--- src/rtl/pm_sequencer.sv ---
`default_nettype none
// ============================================================================
//  Module   : pm_sequencer
//  Purpose  : Program-memory instruction sequencer.  Steps each instruction
//             through FETCH -> READ -> EXEC -> (WAIT) -> WB and advances the
//             program counter on leaving WB.  An instruction can hold in WAIT
//             while the synchronized SW8 switch matches its argument level.
//             In single-step mode a step button edge releases one instruction.
//
//             Every output is a flop loaded from a decode of the current
//             state.  Each strobe therefore appears one clock after its state
//             is entered.  The PC register advances on the WB->FETCH edge,
//             which is the same edge that raises wb_en_o, so pc_o already
//             holds the next index while wb_en_o is high.
//  Revision : 1.0  initial release
// ----------------------------------------------------------------------------
//  Ports
//    Clock         in   rising-edge clock
//    nReset        in   asynchronous active-low reset
//    sw_go_i       in   raw SW8 level (asynchronous)
//    wait_req_i    in   current instruction is wait-on-switch
//    wait_level_i  in   hold while synchronized SW8 equals this level
//    step_mode_i   in   1 = single-step mode
//    step_i        in   raw step button (asynchronous)
//    pc_o          out  current instruction index
//    fetch_en_o    out  fetch phase strobe
//    regrd_en_o    out  register-read phase strobe
//    exec_en_o     out  execute phase strobe
//    wb_en_o       out  write-back phase strobe
//    waiting_o     out  held in WAIT
//    wrap_o        out  one-cycle pulse when pc_o wraps to 0
// ============================================================================
module pm_sequencer #(
   parameter int PC_W        = 5,
   parameter int PROG_LEN    = 24,
   parameter int SYNC_STAGES = 2
) (
   input  logic            Clock,
   input  logic            nReset,
   input  logic            sw_go_i,
   input  logic            wait_req_i,
   input  logic            wait_level_i,
   input  logic            step_mode_i,
   input  logic            step_i,
   output logic [PC_W-1:0] pc_o,
   output logic            fetch_en_o,
   output logic            regrd_en_o,
   output logic            exec_en_o,
   output logic            wb_en_o,
   output logic            waiting_o,
   output logic            wrap_o
);

   typedef enum logic [2:0] {
      S_START = 3'd0,
      S_FETCH = 3'd1,
      S_READ  = 3'd2,
      S_EXEC  = 3'd3,
      S_WAIT  = 3'd4,
      S_WB    = 3'd5
   } state_t;

   localparam logic [PC_W-1:0] c_PC_LAST = PC_W'(PROG_LEN - 1);

   state_t                 r_state;
   state_t                 w_next;
   logic [SYNC_STAGES-1:0] r_go_sync;
   logic [SYNC_STAGES-1:0] r_step_sync;
   logic                   r_step_prev;
   logic [PC_W-1:0]        r_pc;
   logic                   r_fetch;
   logic                   r_regrd;
   logic                   r_exec;
   logic                   r_wb;
   logic                   r_waiting;
   logic                   r_wrap;

   logic                   w_go;
   logic                   w_step;
   logic                   w_step_rise;
   logic                   w_fetch;
   logic                   w_regrd;
   logic                   w_exec;
   logic                   w_wb;
   logic                   w_waiting;

   // ---------------------------------------------------------------------
   // Switch synchronizers and step edge detector
   // ---------------------------------------------------------------------
   always_ff @(posedge Clock or negedge nReset) begin
      if (!nReset) begin
         r_go_sync   <= '0;
         r_step_sync <= '0;
         r_step_prev <= 1'b0;
      end else begin
         r_go_sync   <= {r_go_sync[SYNC_STAGES-2:0], sw_go_i};
         r_step_sync <= {r_step_sync[SYNC_STAGES-2:0], step_i};
         r_step_prev <= w_step;
      end
   end

   assign w_go   = r_go_sync[SYNC_STAGES-1];
   assign w_step = r_step_sync[SYNC_STAGES-1];
   // One-cycle pulse; it is only consumed in FETCH, so an edge seen in any
   // other state simply expires instead of being remembered.
   assign w_step_rise = w_step & ~r_step_prev;

   // ---------------------------------------------------------------------
   // State register
   // ---------------------------------------------------------------------
   always_ff @(posedge Clock or negedge nReset) begin
      if (!nReset) begin
         r_state <= S_START;
      end else begin
         r_state <= w_next;
      end
   end

   // ---------------------------------------------------------------------
   // Next-state and output decode
   // ---------------------------------------------------------------------
   always_comb begin
      w_next    = r_state;
      w_fetch   = 1'b0;
      w_regrd   = 1'b0;
      w_exec    = 1'b0;
      w_wb      = 1'b0;
      w_waiting = 1'b0;
      case (r_state)
         S_START: begin
            w_next = S_FETCH;
         end
         S_FETCH: begin
            w_fetch = 1'b1;
            if (!step_mode_i || w_step_rise) begin
               w_next = S_READ;
            end
         end
         S_READ: begin
            w_regrd = 1'b1;
            w_next  = S_EXEC;
         end
         S_EXEC: begin
            w_exec = 1'b1;
            if (wait_req_i && (w_go == wait_level_i)) begin
               w_next = S_WAIT;
            end else begin
               w_next = S_WB;
            end
         end
         S_WAIT: begin
            // wait_req_i is deliberately not looked at here: once held, only
            // the switch moving away from the argument level releases us.
            w_waiting = 1'b1;
            if (w_go != wait_level_i) begin
               w_next = S_WB;
            end
         end
         S_WB: begin
            w_wb   = 1'b1;
            w_next = S_FETCH;
         end
         default: begin
            w_next = S_START;
         end
      endcase
   end

   // ---------------------------------------------------------------------
   // Registered outputs and program counter
   // ---------------------------------------------------------------------
   always_ff @(posedge Clock or negedge nReset) begin
      if (!nReset) begin
         r_pc      <= '0;
         r_fetch   <= 1'b0;
         r_regrd   <= 1'b0;
         r_exec    <= 1'b0;
         r_wb      <= 1'b0;
         r_waiting <= 1'b0;
         r_wrap    <= 1'b0;
      end else begin
         r_fetch   <= w_fetch;
         r_regrd   <= w_regrd;
         r_exec    <= w_exec;
         r_wb      <= w_wb;
         r_waiting <= w_waiting;
         r_wrap    <= 1'b0;
         if (r_state == S_WB) begin
            if (r_pc == c_PC_LAST) begin
               r_pc   <= '0;
               r_wrap <= 1'b1;
            end else begin
               r_pc <= r_pc + 1'b1;
            end
         end
      end
   end

   assign pc_o       = r_pc;
   assign fetch_en_o = r_fetch;
   assign regrd_en_o = r_regrd;
   assign exec_en_o  = r_exec;
   assign wb_en_o    = r_wb;
   assign waiting_o  = r_waiting;
   assign wrap_o     = r_wrap;

endmodule
`default_nettype wire
--- config.mk ---
export PLATFORM = sky130hd
export DESIGN_NAME = pm_sequencer
export DESIGN_NICKNAME = d
export VERILOG_FILES = /design/src/rtl/pm_sequencer.sv
export SDC_FILE = /design/constraint.sdc
export NUM_CORES = 1
export LEC_CHECK = 0
export ABC_CLOCK_PERIOD_IN_PS = 1100
export BUFFER_PORTS_ARGS = -buffer_cell sky130_fd_sc_hd__buf_2
export CORE_MARGIN = 3
export CORE_UTILIZATION = 25
export CTS_CLUSTER_SIZE = 24
export DETAILED_ROUTE_END_ITERATION = 12
export GPL_TIMING_DRIVEN = 0
export PLACE_DENSITY = 0.57
export SLEW_MARGIN = 0
export SYNTH_ARGS = -nofsm -noshare
export SYNTH_HDL_FRONTEND = slang
export SYNTH_SLANG_ARGS = --single-unit
--- constraint.sdc ---
create_clock -name Clock -period 1.1 [get_ports Clock]
set_input_delay 0.055 -clock Clock [delete_from_list [all_inputs] [get_ports Clock]]
set_output_delay 0.055 -clock Clock [all_outputs]
set_load 0.02 [all_outputs]
* Yosys cells after proc, flatten, opt, wreduce, memory -nomap -nowiden
Index checks and enable logic that the tools add are counted. W data, S select, Z words.
Word-level totals: register bits 19, input bits 7, output and inout port bits 11, logic and storage cells 42
Cells by class: add/subtract/negate cells 1, equal/unequal tests 10, mux-type cells 12, bitwise operators 2, reductions and logical operators 6
Operators with widths (count):
- $pmux W3 S5 | 1
- $mux W1 | 8
- $eq A3 B2 Y1 const B | 2
- $eq A3 B3 Y1 const B | 2
- $mux W3 | 2
- $add A5 B1 Y5 const B | 1
- $eq A5 B5 Y1 const B | 1
- $mux W5 | 1
- $ne A2 B2 Y1 const B | 2
- $eq A3 B1 Y1 const B | 1
- $logic_not A3 Y1 | 1
- $reduce_and A2 Y1 | 1
- $reduce_or A2 Y1 | 1
- $and A1 B1 Y1 | 1
- $eq A1 B1 Y1 | 1
- $logic_and A1 B1 Y1 | 1
- $logic_not A1 Y1 | 1
- $logic_or A1 B1 Y1 | 1
- $ne A1 B1 Y1 | 1
- $not A1 Y1 | 1

* Longest topological paths before layout
depth after elaboration 5, depth in mapped cells 4, depth with buffers taken out 4

* Worst setup path before layout
Ideal clock, no wire load.
path type reg-to-reg, start point register r_pc[0], in the netlist pc_o[0], end point register r_pc[4], in the netlist pc_o[4], library setup time 0.128 ns, data arrival time 1.125 ns, path slack -0.152 ns, stages on the path, launching flop included 4, period minus slack after synthesis 1.252 ns, cell sequence dfrtp_1 -> ha_1 -> nand3_1 -> mux2_1
On the way: longest elaborated chain between the ends 2, elaborated cells on any way between the ends 3
Ends and longest elaborated chain:
- start, declared | line 70 | logic [PC_W-1:0] r_pc;
- start signal, assigned | line 193 | r_pc <= r_pc + 1'b1;
- $add A5 B1 Y5 or $eq A5 B5 Y1 (tied branches) | line 193, 189
- $mux W5 (*) | line 189 | if (r_pc == c_PC_LAST) begin
Mark *: on every way between the ends. The rest lies on a longest branch, timed or not. A chain may end at the register's enable or synchronous reset.

* Worst setup path after layout
start point register r_state[1], end point register r_pc[4], in the netlist pc_o[4]
On the way: longest elaborated chain between the ends 1
Ends and longest elaborated chain:
- start, declared | line 65 | state_t r_state;
- start signal, assigned | line 115 | r_state <= w_next;
- $eq A3 B3 Y1 | line 188 | if (r_state == S_WB) begin
Every way passes these cells.

==> summary.md <==
| Metric | Value |
|---|---|
| Status | `finished with violations` |
| Failing checks | `setup timing` |
| Pre-CTS setup slack | `-0.2054 ns` |
| Critical path's top delay family | `flip-flops` |
| Synth area leader | `dfrtp_1` |
| DR WL/cell | `11.22 um` |
| Worst setup path startpoint | `r_state[1]` |
| Critical path's largest stage delay | `0.42 ns` |
| Critical Path Start Type | `flip-flop` |
| Synth top area share | `65.63%` |
| Row cnt | `18` |
| Cell area after synthesis | `724.4 um^2` |
| Commonest cells post-synth | `19 x dfrtp_1, 6 x nand2_1, 3 x nor3b_1` |
| Die footprint | `0.003580 mm^2` |
| Die Wd | `59.83 um` |
| Vias/cell | `4.433` |
| Antenna Nets Post-Route | `0` |
| Crit path DAT | `1.38 ns` |
| Root buffer cell | `clkbuf_4` |
| Leakage power | `0.5324 nW` |
| Worst Reg-to-Reg Cells | `4` |
| Largest family of logic cells by synthesized area | `simple AND/OR/NAND/NOR gates` |
| Fin crit share | `109.2%` |
| Core ar. | `0.002613 mm^2` |
| Design area | `0.001072 mm^2` |
| Main flop type after synthesis | `dfrtp_1` |
| Crit path kind | `flip-flop to flip-flop` |
| Crit-path max FO | `4` |
| Post-route setup TNS | `-0.2079 ns` |
| Worst R2R Setup Slack | `-0.10 ns` |
| CP Depth | `4` |
| Sw Ratio | `34.06%` |
| Largest net degree at the start of global routing | `20` |
| Mux cell area share after synthesis | `3.627%` |
| Most frequent cell after synthesis | `dfrtp_1` |
| Setup violations, final | `4` |
| Final Max Tran Viols | `0` |
| Total wire length | `1.346 mm` |
| First-pass GRT wire length | `2.173 mm` |
| GR Overflow Total | `0` |
| FF-to-FF End | `pc_o[4]` |
| P&R area growth vs syn | `48.01%` |
| Fin worst setup slack | `-0.1016 ns` |
| Met1 GRT Util | `9.595%` |
| Syn nets | `62` |
| Post-synthesis adder-cell area fraction | `1.727%` |
| Non-Filler Instances | `120` |
| # IOs | `18` |
| Grt met2 use | `12.96%` |
| Worst-margin pin slew | `0.4124 ns` |
| Max Clock Skew | `0.008205 ns` |
| Post-synth EDFFs | `0` |
| Port bufs | `17` |
| Vias | `532` |
| Sequential Power Share | `40.3%` |
| Clock sink total | `19` |
| Utilization after layout | `41.04%` |
| Slew headroom | `72.51%` |
| Sequential area share after synthesis | `65.63%` |
| Met3 Track Usage GR | `4.536%` |
| Max-cap check violation count | `0` |
| Mean Syn Cell Area | `13.42 um^2` |
| Mapped Cells | `54` |
| Worst-Skew Late Latency | `0.29 ns` |
| Power Density | `2395 mW/mm^2` |
| Comb power frac | `46.7%` |
| Initial antenna violation count | `0` |
| Synth Area in Compound Gates | `6.563%` |
| Yosys reg bits | `19` |
| GR peak layer | `met2` |
| Total power | `2.568 mW` |
| Post-synthesis async set-or-reset flop share | `100.0%` |
| Placed insts | `101` |
| Fin Hold WS | `0.07857 ns` |
| H-Tree Depth | `1` |
| Iter 0 DRT Violations | `10` |
| Worst min-delay path class | `input pin to flip-flop` |
| Residual DRC count | `0` |
| Share of layout cells above drive strength 1 | `54.44%` |
| Max Clk Rate | `0.8322 GHz` |
| Sw power | `874.7 uW` |
| Clock period minus worst slack | `1.202 ns` |
| Reg clk slew, reported paths | `0.10 ns` |
| Layout Nets | `99` |
| Int Power | `1.694 mW` |
| CP Cell Sequence | `nand3b_4, clkinv_4, nand3_1, mux2_4` |
| Initial Util | `27.73%` |
| Max VDD drop | `1.247 mV` |
| Reg2reg start | `r_state[1]` |
| Gr usage total | `8.475%` |
| Antenna fix cells | `0` |
| Initial DRT Pass Iterations | `2` |
| RePlAce Congestion | `0.7601` |
| Synth warnings | `0` |
| XOR/XNOR Fraction of Synth Area | `2.418%` |
| Synth top area cells | `dfrtp_1 66%, nand2_1 3.1%, nor3b_1 3.1%` |
| CTS tree | `built` |
| Placed Area | `853.3 um^2` |
| Post-Synth Simple-Gate Area | `19.34%` |
| Vias in the first global route | `509` |
| CTS Buffer Depth | `2` |
| Unrepaired setup endpoints after global routing | `yes` |
| Bufs and invs on worst path | `1` |
| Crit. End Element | `flip-flop` |
| Clock share of power | `13.0%` |
| CP max stage cell | `dfrtp_2` |
| Setup crit end | `pc_o[4]` |
| TritonCTS buffer count | `3` |
| Hold Violations, Final | `0` |
| Final HPWL DP | `822.3 um` |
| Post-synth cell types | `26` |
| Die Ht | `59.83 um` |
| Critical Path RT | `1.28 ns` |
worst min path at each step:
stage                 from  depth (start not counted)        endpoint
6_report       step_mode_i                          3      r_state[0]
5_1_grt        step_mode_i                          3      r_state[0]
4_1_cts        step_mode_i                          3      r_state[0]
3_5_place_dp        nReset                          1         pc_o[2]
3_3_place_gp        nReset                          1  r_step_sync[0]
2_1_floorplan       nReset                          0       exec_en_o
layer usage:
metal,wire length (um),part of all wire (%)
met5,0,0
met3,105,7.8
met2,667,50
met4,9,0.67
met1,563,42
cell type report:
cell class	count	area, um^2
inverter	1	8.758
multi-input combinational	34	287.8
timing repair buffer	32	230.2
sequential	19	481.7
tap	30	37.54
fill	245	1540
clock buffer	4	26.28
power by group through the flow:
stage / Sequential (mW) / Combinational, mW / Clock, mW
3_5_place_dp: 1.09 / 0.688 / 0
3_3_place_gp: 1.08 / 0.677 / 0
2_1_floorplan: 1.21 / 0.336 / 0
6_report: 1.03 / 1.20 / 0.333
5_1_grt: 1.06 / 1.31 / 0.390
4_1_cts: 1.03 / 0.992 / 0.359
timing repair:
item                                    CTS  global route
pin swaps                                 3             3
gates resized for setup                   7            12
endpoints found under the hold margin    21             0
endpoints found under the setup margin    5             8
hold buffers                              3             0
buffers inserted                         10             2
cells in the final DEF (no fill, tap or decap), types with 2 or more instances in the layout:
cell type,Yosys,routed
buf_2,0,15
dfrtp_1,19,14
buf_4,0,11
nand2_1,6,6
dfrtp_2,0,5
clkbuf_4,0,3
dlygate4sd3_1,0,3
nor3b_4,0,2
nor2_1,2,2
nand3_1,2,2
mux2_4,1,2
buf_6,0,2
registers in the layout, summed over array words and instances (netlist names):
register / flops
fetch_en_o: 1
exec_en_o: 1
r_step_prev: 1
regrd_en_o: 1
pc_o: 5
r_state: 3
waiting_o: 1
r_step_sync: 2
r_go_sync: 2
wb_en_o: 1
wrap_o: 1
cell families (layout without fill, tap and decap cells):
family,count (synthesis),after routing
compound gates,7,7
xor+xnor,2,2
fa+ha+maj,1,1
buf+inv,1,37
flops,19,19
mux,2,2
simple gates,22,22
worst reg2reg max path, stage by stage (launching register included):
cell and delay [ns]:
dfrtp_2 0.42, nand3b_4 0.17, clkinv_4 0.06, nand3_1 0.11
mux2_4 0.32
Power figures use the tool's default switching activity.
